### config.mk
export PLATFORM = sky130hd
export DESIGN_NAME = vga_store_queue
export DESIGN_NICKNAME = d
export VERILOG_FILES = /design/src/rtl/vga_store_queue.sv
export SDC_FILE = /design/constraint.sdc
export NUM_CORES = 1
export LEC_CHECK = 0
export ABC_AREA = 1
export BUFFER_PORTS_ARGS = -buffer_cell sky130_fd_sc_hd__clkbuf_2
export CAP_MARGIN = 25
export CORE_ASPECT_RATIO = 0.5
export CORE_MARGIN = 4
export CORE_UTILIZATION = 40
export CTS_CLUSTER_DIAMETER = 60
export DETAILED_ROUTE_END_ITERATION = 12
export PLACE_DENSITY_LB_ADDON = 0.15
export SLEW_MARGIN = 40
export SYNTH_ARGS = -nofsm -noshare
export SYNTH_HDL_FRONTEND = slang
export SYNTH_SLANG_ARGS = --single-unit
### constraint.sdc
create_clock -name clk -period 3.9 [get_ports clk]
set_input_delay 0.78 -clock clk [delete_from_list [all_inputs] [get_ports clk]]
set_output_delay 0.78 -clock clk [all_outputs]
set_load 0.01 [all_outputs]
### src/rtl/vga_store_queue.sv
// vga_store_queue: captures CPU stores into the framebuffer window and drains them one per fb handshake.
module vga_store_queue #(
  parameter logic [63:0] BASE_ADDR = 64'h0000_0000_0001_0000,
  parameter int FB_PIXELS = 19200,
  parameter int FB_AW = 15,
  parameter int DEPTH = 8
) (
  input  logic clk,
  input  logic rst,
  input  logic cpu_we,
  input  logic [63:0] cpu_addr,
  input  logic [63:0] cpu_wdata,
  output logic fb_valid,
  input  logic fb_ready,
  output logic [FB_AW-1:0] fb_addr,
  output logic [11:0] fb_data,
  output logic [$clog2(DEPTH):0] q_count,
  output logic overflow,
  input  logic clr_ovf
);
  localparam int PW = $clog2(DEPTH);
  localparam logic [63:0] PIX = 64'(FB_PIXELS);
  logic we_d;
  logic [PW:0] wr_ptr, rd_ptr;
  logic [FB_AW+11:0] mem [DEPTH];
  logic [63:0] offset, idx;
  logic in_window, capture, empty, full, pop, push, drop;
  logic unused_ok;
  always_comb begin
    offset = cpu_addr - BASE_ADDR;
    idx = offset >> 2;
    in_window = (cpu_addr >= BASE_ADDR) && (idx < PIX);
    capture = cpu_we & ~we_d & in_window;
    empty = wr_ptr == rd_ptr;
    full = (wr_ptr[PW] != rd_ptr[PW]) && (wr_ptr[PW-1:0] == rd_ptr[PW-1:0]);
    fb_valid = ~empty;
    pop = fb_valid & fb_ready;
    push = capture & (~full | pop);
    drop = capture & full & ~pop;
    fb_addr = mem[rd_ptr[PW-1:0]][FB_AW+11:12];
    fb_data = mem[rd_ptr[PW-1:0]][11:0];
    q_count = wr_ptr - rd_ptr;
    unused_ok = ^cpu_wdata[63:12];
  end
  always_ff @(posedge clk) begin
    if (rst) begin
      we_d <= 1'b1;
      wr_ptr <= '0;
      rd_ptr <= '0;
      overflow <= 1'b0;
      for (int i = 0; i < DEPTH; i++) mem[i] <= '0;
    end else begin
      we_d <= cpu_we;
      if (push) begin
        mem[wr_ptr[PW-1:0]] <= {idx[FB_AW-1:0], cpu_wdata[11:0]};
        wr_ptr <= wr_ptr + 1'b1;
      end
      if (pop) rd_ptr <= rd_ptr + 1'b1;
      overflow <= drop | (overflow & ~clr_ovf);
    end
  end
endmodule
# ---- After elaboration in Yosys (flattened, before gate mapping)
# Memories as Yosys holds them, arrays and structs flattened. A register that Yosys moved wholly into a read port is not among the register bits.
# Index checks and enable logic that the tools add are counted.
dict set report totals {
  ff_bits 10
  ram_bits 216
  in_bits 133
  output_inout_bits 33
  elab_cells 41
  memories 1
}
# name words width rd rd_clocked_by_memory_dff write_ports line_no
set mem_list {}
lappend mem_list {mem 8 27 1 1 8 25} ;# logic [FB_AW+11:0] mem [DEPTH];
dict set report classes {
  addsub 4
  magnitude_cmp 2
  n_eq_ne 3
  n_mux 10
  bitwise 14
  n_reduce_logical 3
}
# operator count
set op_table {}
lappend op_table {{>= comparator 64 x 17 -> 1 bit, second input constant} 1}
lappend op_table {{subtractor 64 x 17 -> 64 bit, second input constant} 1}
lappend op_table {{< comparator 62 x 15 -> 1 bit, second input constant} 1}
lappend op_table {{2-to-1 mux 27 bit} 1}
lappend op_table {{OR reduction 27 bit} 1}
lappend op_table {{2-to-1 mux 3 bit} 3}
lappend op_table {{adder 4 x 1 -> 4 bit, second input constant} 2}
lappend op_table {{bitwise AND 1 bit} 7}
lappend op_table {{2-to-1 mux 1 bit} 6}
lappend op_table {{inverter 1 bit} 5}
lappend op_table {{== test 4 bit} 1}
lappend op_table {{subtractor 4 bit} 1}
lappend op_table {{== test 3 bit} 1}
lappend op_table {{logical AND 1 bit} 2}
lappend op_table {{OR 1 bit} 2}
lappend op_table {{!= test 1 bit} 1}

# ---- Logic depth before layout (Yosys ltp)
dict set report depth {
  depth_word 10
  depth_mapped 20
  depth_no_buf 17
}

# ---- Worst setup path after synthesis
# No wires, ideal clock.
dict set report synth_path {
  path_type {input-to-reg}
  from {input port cpu_addr[16]}
  to {memory mem[2][0] in the netlist's numbering, enable pin}
  setup_time_ps 384
  arrival_time_ps 3445
  t_required_ps 3516
  setup_slack_ps 71
  path_stages 19
  path_buffers 3
  path_cell_list {buf_6 -> inv_2 -> ha_1 -> nand2_2 -> nor2_2 -> buf_6 -> nand2_4 -> nor2_4 -> nand2_1 -> nand2_1 -> nand2_1 -> nor2_2 -> nand2_1 -> nor2_2 -> nand2_2 -> nor2_8 -> nand4_4 -> buf_6 -> nand2_1}
}
# element line_no
set synth_lines {}
lappend synth_lines {{from (decl)} 11} ;# input logic [63:0] cpu_addr,
lappend synth_lines {{to (decl)} 25}

==> impl_metrics.toml <==
[finish]
area_growth_pct = 14.8
antenna_cells = 0
final-instance-count-excl-fill = 1895
drive_gt1_share_pct = 15.2
n_fill_cell = 2857
layout.nets = 1633

[logic_synthesis]
synthArstFlopShare_pct = 0
yosysTopAreaCell = "edfxtp_1"
syn-cell-area_sq_mm = 0.0120
syn-num-nets = 1522
synth_cell_types = 38
yosys-top-cells-area = "edfxtp_1 54%, nor2_1 16%, nand2_1 5.4%"
synth-edff-count = 216
yosys_register_bits = 229
synthFlopType = "edfxtp_1"
syn_inst = 1381
yosysSeqAreaShare_pct = 56.1
synth_common_cells = "500 x nor2_1, 216 x edfxtp_1, 174 x nand2_1"
yosysWarnings = 0
avgSynthCellArea_sq_um = 8.70
yosysTopAreaCellShare_pct = 54.0
yosys.cell_count.top_type = "nor2_1"

[sta]
finalMaxSlewViolations = 0
relSlewSlack_pct = 55.8
worst_slew_pin_slew_ps = 663
fin_tns_setup_ps = 0
rsz0062_at_grt = "false"
period_share_pct = 85.2
finalHoldViolations = 0
layout_min_cycle_time_ps = 3320
max_freq_mhz = 301
finalSetupViolations = 0
fin_worst_skew_ps = 11.9

[setup_path]
crit_slowest_cell = "buf_4"
path_cells = "inv_2 > buf_4 > o21ai_0 > o22ai_1 > nor2_1 > a31oi_1 > clkbuf_2"
critical_path_class = "reg2out"
critPathRequiredTime_ps = 3120
cp_max_fo = 64
rr_worst_depth = 13
start_kind = "flip-flop"
critical_path.max_stage_delay_ps = 540
arrival_ps = 2540
end_kind = "output port"

[floorplanning]
coreArea_sq_mm = 0.0293
io_pins = 166
start_util_pct = 41.0
rows = 44
die-area_sq_mm = 0.0330
dieHeight_microns = 131
die_x_microns = 253

[placement]
dpl.hpwl_mm = 20.6
dp.cells = 1858
place.gp.congestion = 0.968
io_buffer_count = 111

[drt]
drt-total-wl_mm = 31.6
vias = 9768
drc = 0
drt-initial-drc-count = 751
vias_per_cell = 5.15
avgRoutedWirePerCell_microns = 16.7
firstDrtPassIters = 5
detail-route-antenna-nets = 0

[grt]
antenna_found_initial = 1
grt.overflow.total = 0
grt_pass1_vias = 9513
grt_util_all_layers_pct = 19.1
grt_pass1_wl_mm = 50.4
grt_start_max_net_pins = 65

[power_and_ir_drop]
seq_power_share_pct = 49.0
internal_power_mw = 4.28
p_comb_share_pct = 13.8
power_density_mw_per_mm2 = 416
ir_drop_v = 0.000336
p_leak_nw = 5.77
power_switching_mw = 1.46
power.share.switching_pct = 25.5
pwr-share-clk_pct = 37.2

[clock_network]
cts.sinks = 229
root_buffer = "clkbuf_16"
numCtsBuffers = 23
clk_latency_ps = 510
clkTransAtPathRegs_ps = 60
post_cts_resize_count = 0
cts_hold_buf = 0
cts_setup_buffers = 0
cts_tree = "done"
htree_num_levels = 1
cts.path.max_buffers = 3

[min_path]
min_path_cells = 3
hp-class = "in2reg"

[run_status]
outcome = "finished, final reports clean"

[flow_run]
cap_violations = 0
-- kinds of logic after synthesis --
family	share of synthesized area (%)
AOI/OAI and AO/OA	8.53
xor gates and xnor gates	0.437
adders and majority gates	0.895
buffers and inverters	6.15
DFF	56.1
and+or+nand+nor	27.8
-- final timing paths --
path | endpoint | start | slack [ps]
worst max-delay path | fb_addr[12] | flip-flop | 580
worst min-delay path | we_d | cpu_we | 470
worst max register to register | mem[7][23] | wr_ptr[0] | 780
worst min register to register | wr_ptr[3] | wr_ptr[3] | 500
-- cell usage in the layout, fill, tap and decap left out, types with 3 or more instances in the layout --
master / n
clkinv_1: 7
ha_1: 7
nand2_4: 3
dfxtp_1: 11
nor2_2: 18
buf_12: 8
o21ai_1: 3
nor2_1: 500
inv_2: 6
clkbuf_2: 111
inv_1: 94
nand3_1: 41
a21oi_1: 6
xor2_1: 4
clkbuf_16: 23
nand2_2: 6
o21ai_0: 122
edfxtp_1: 216
nor3_1: 8
nand4_4: 7
clkbuf_1: 4
nand4_1: 10
a31oi_1: 27
nor2_4: 5
nand2_1: 174
buf_4: 26
o22ai_1: 27
nand3b_1: 5
-- power groups by stage --
stage | registers, mW | clock network [mW] | logic, mW
finish | 2.81 | 2.14 | 0.790
global route | 2.82 | 2.29 | 0.885
CTS | 2.81 | 2.19 | 0.801
detailed placement | 2.87 | 0 | 0.798
global placement | 2.86 | 0 | 0.786
floorplan | 2.83 | 0 | 0.491
-- worst max-delay path, delay by kind of cell (launching register included) --
| family | cells | cell delay (ps) |
|---|---|---|
| AOI/OAI and AO/OA | 3 | 610 |
| buffers and inverters | 3 | 840 |
| DFF | 1 | 470 |
| and+or+nand+nor | 1 | 70 |
-- through the flow --
step | util [%] | setup WS (ps) | hold WS [ps] | power, mW | area [sq um]
after global placement | 44.6 | 252 | 495 | 3.65 | 13100
after detailed placement | 44.6 | 211 | 492 | 3.66 | 13100
final | 47.1 | 577 | 470 | 5.74 | 13800
after floorplan | - | 70.6 | 473 | 3.32 | 12000
after CTS | 47.1 | 548 | 459 | 5.80 | 13800
after global routing | 47.1 | 381 | 478 | 5.99 | 13800
-- layer usage --
metal | global-route usage (%) | wire length (microns) | up-vias
met5 | 0 | 20 | -
met3 | 2.12 | 1580 | 34
met4 | 3.05 | 446 | 2
li1 | - | - | 4804
met2 | 34.4 | 15400 | 251
met1 | 25.7 | 14100 | 4677
-- flip-flops by register name (all words and copies together) (netlist names), named ones only --
name      count
wr_ptr        4
rd_ptr        4
we_d          1
overflow      1
mem         216
-- cell type report --
cell class / instances / area [sq um] / area share, %
Sequential cell: 229 / 6750 / 49.0
Multi-Input combinational cell: 988 / 4530 / 32.9
Timing Repair Buffer: 145 / 911 / 6.61
Clock buffer: 29 / 618 / 4.48
Tap cell: 391 / 489 / 3.55
Inverter: 105 / 394 / 2.86
Clock inverter: 8 / 95.1 / 0.690
Note: power is estimated with default switching activity, not from simulation.
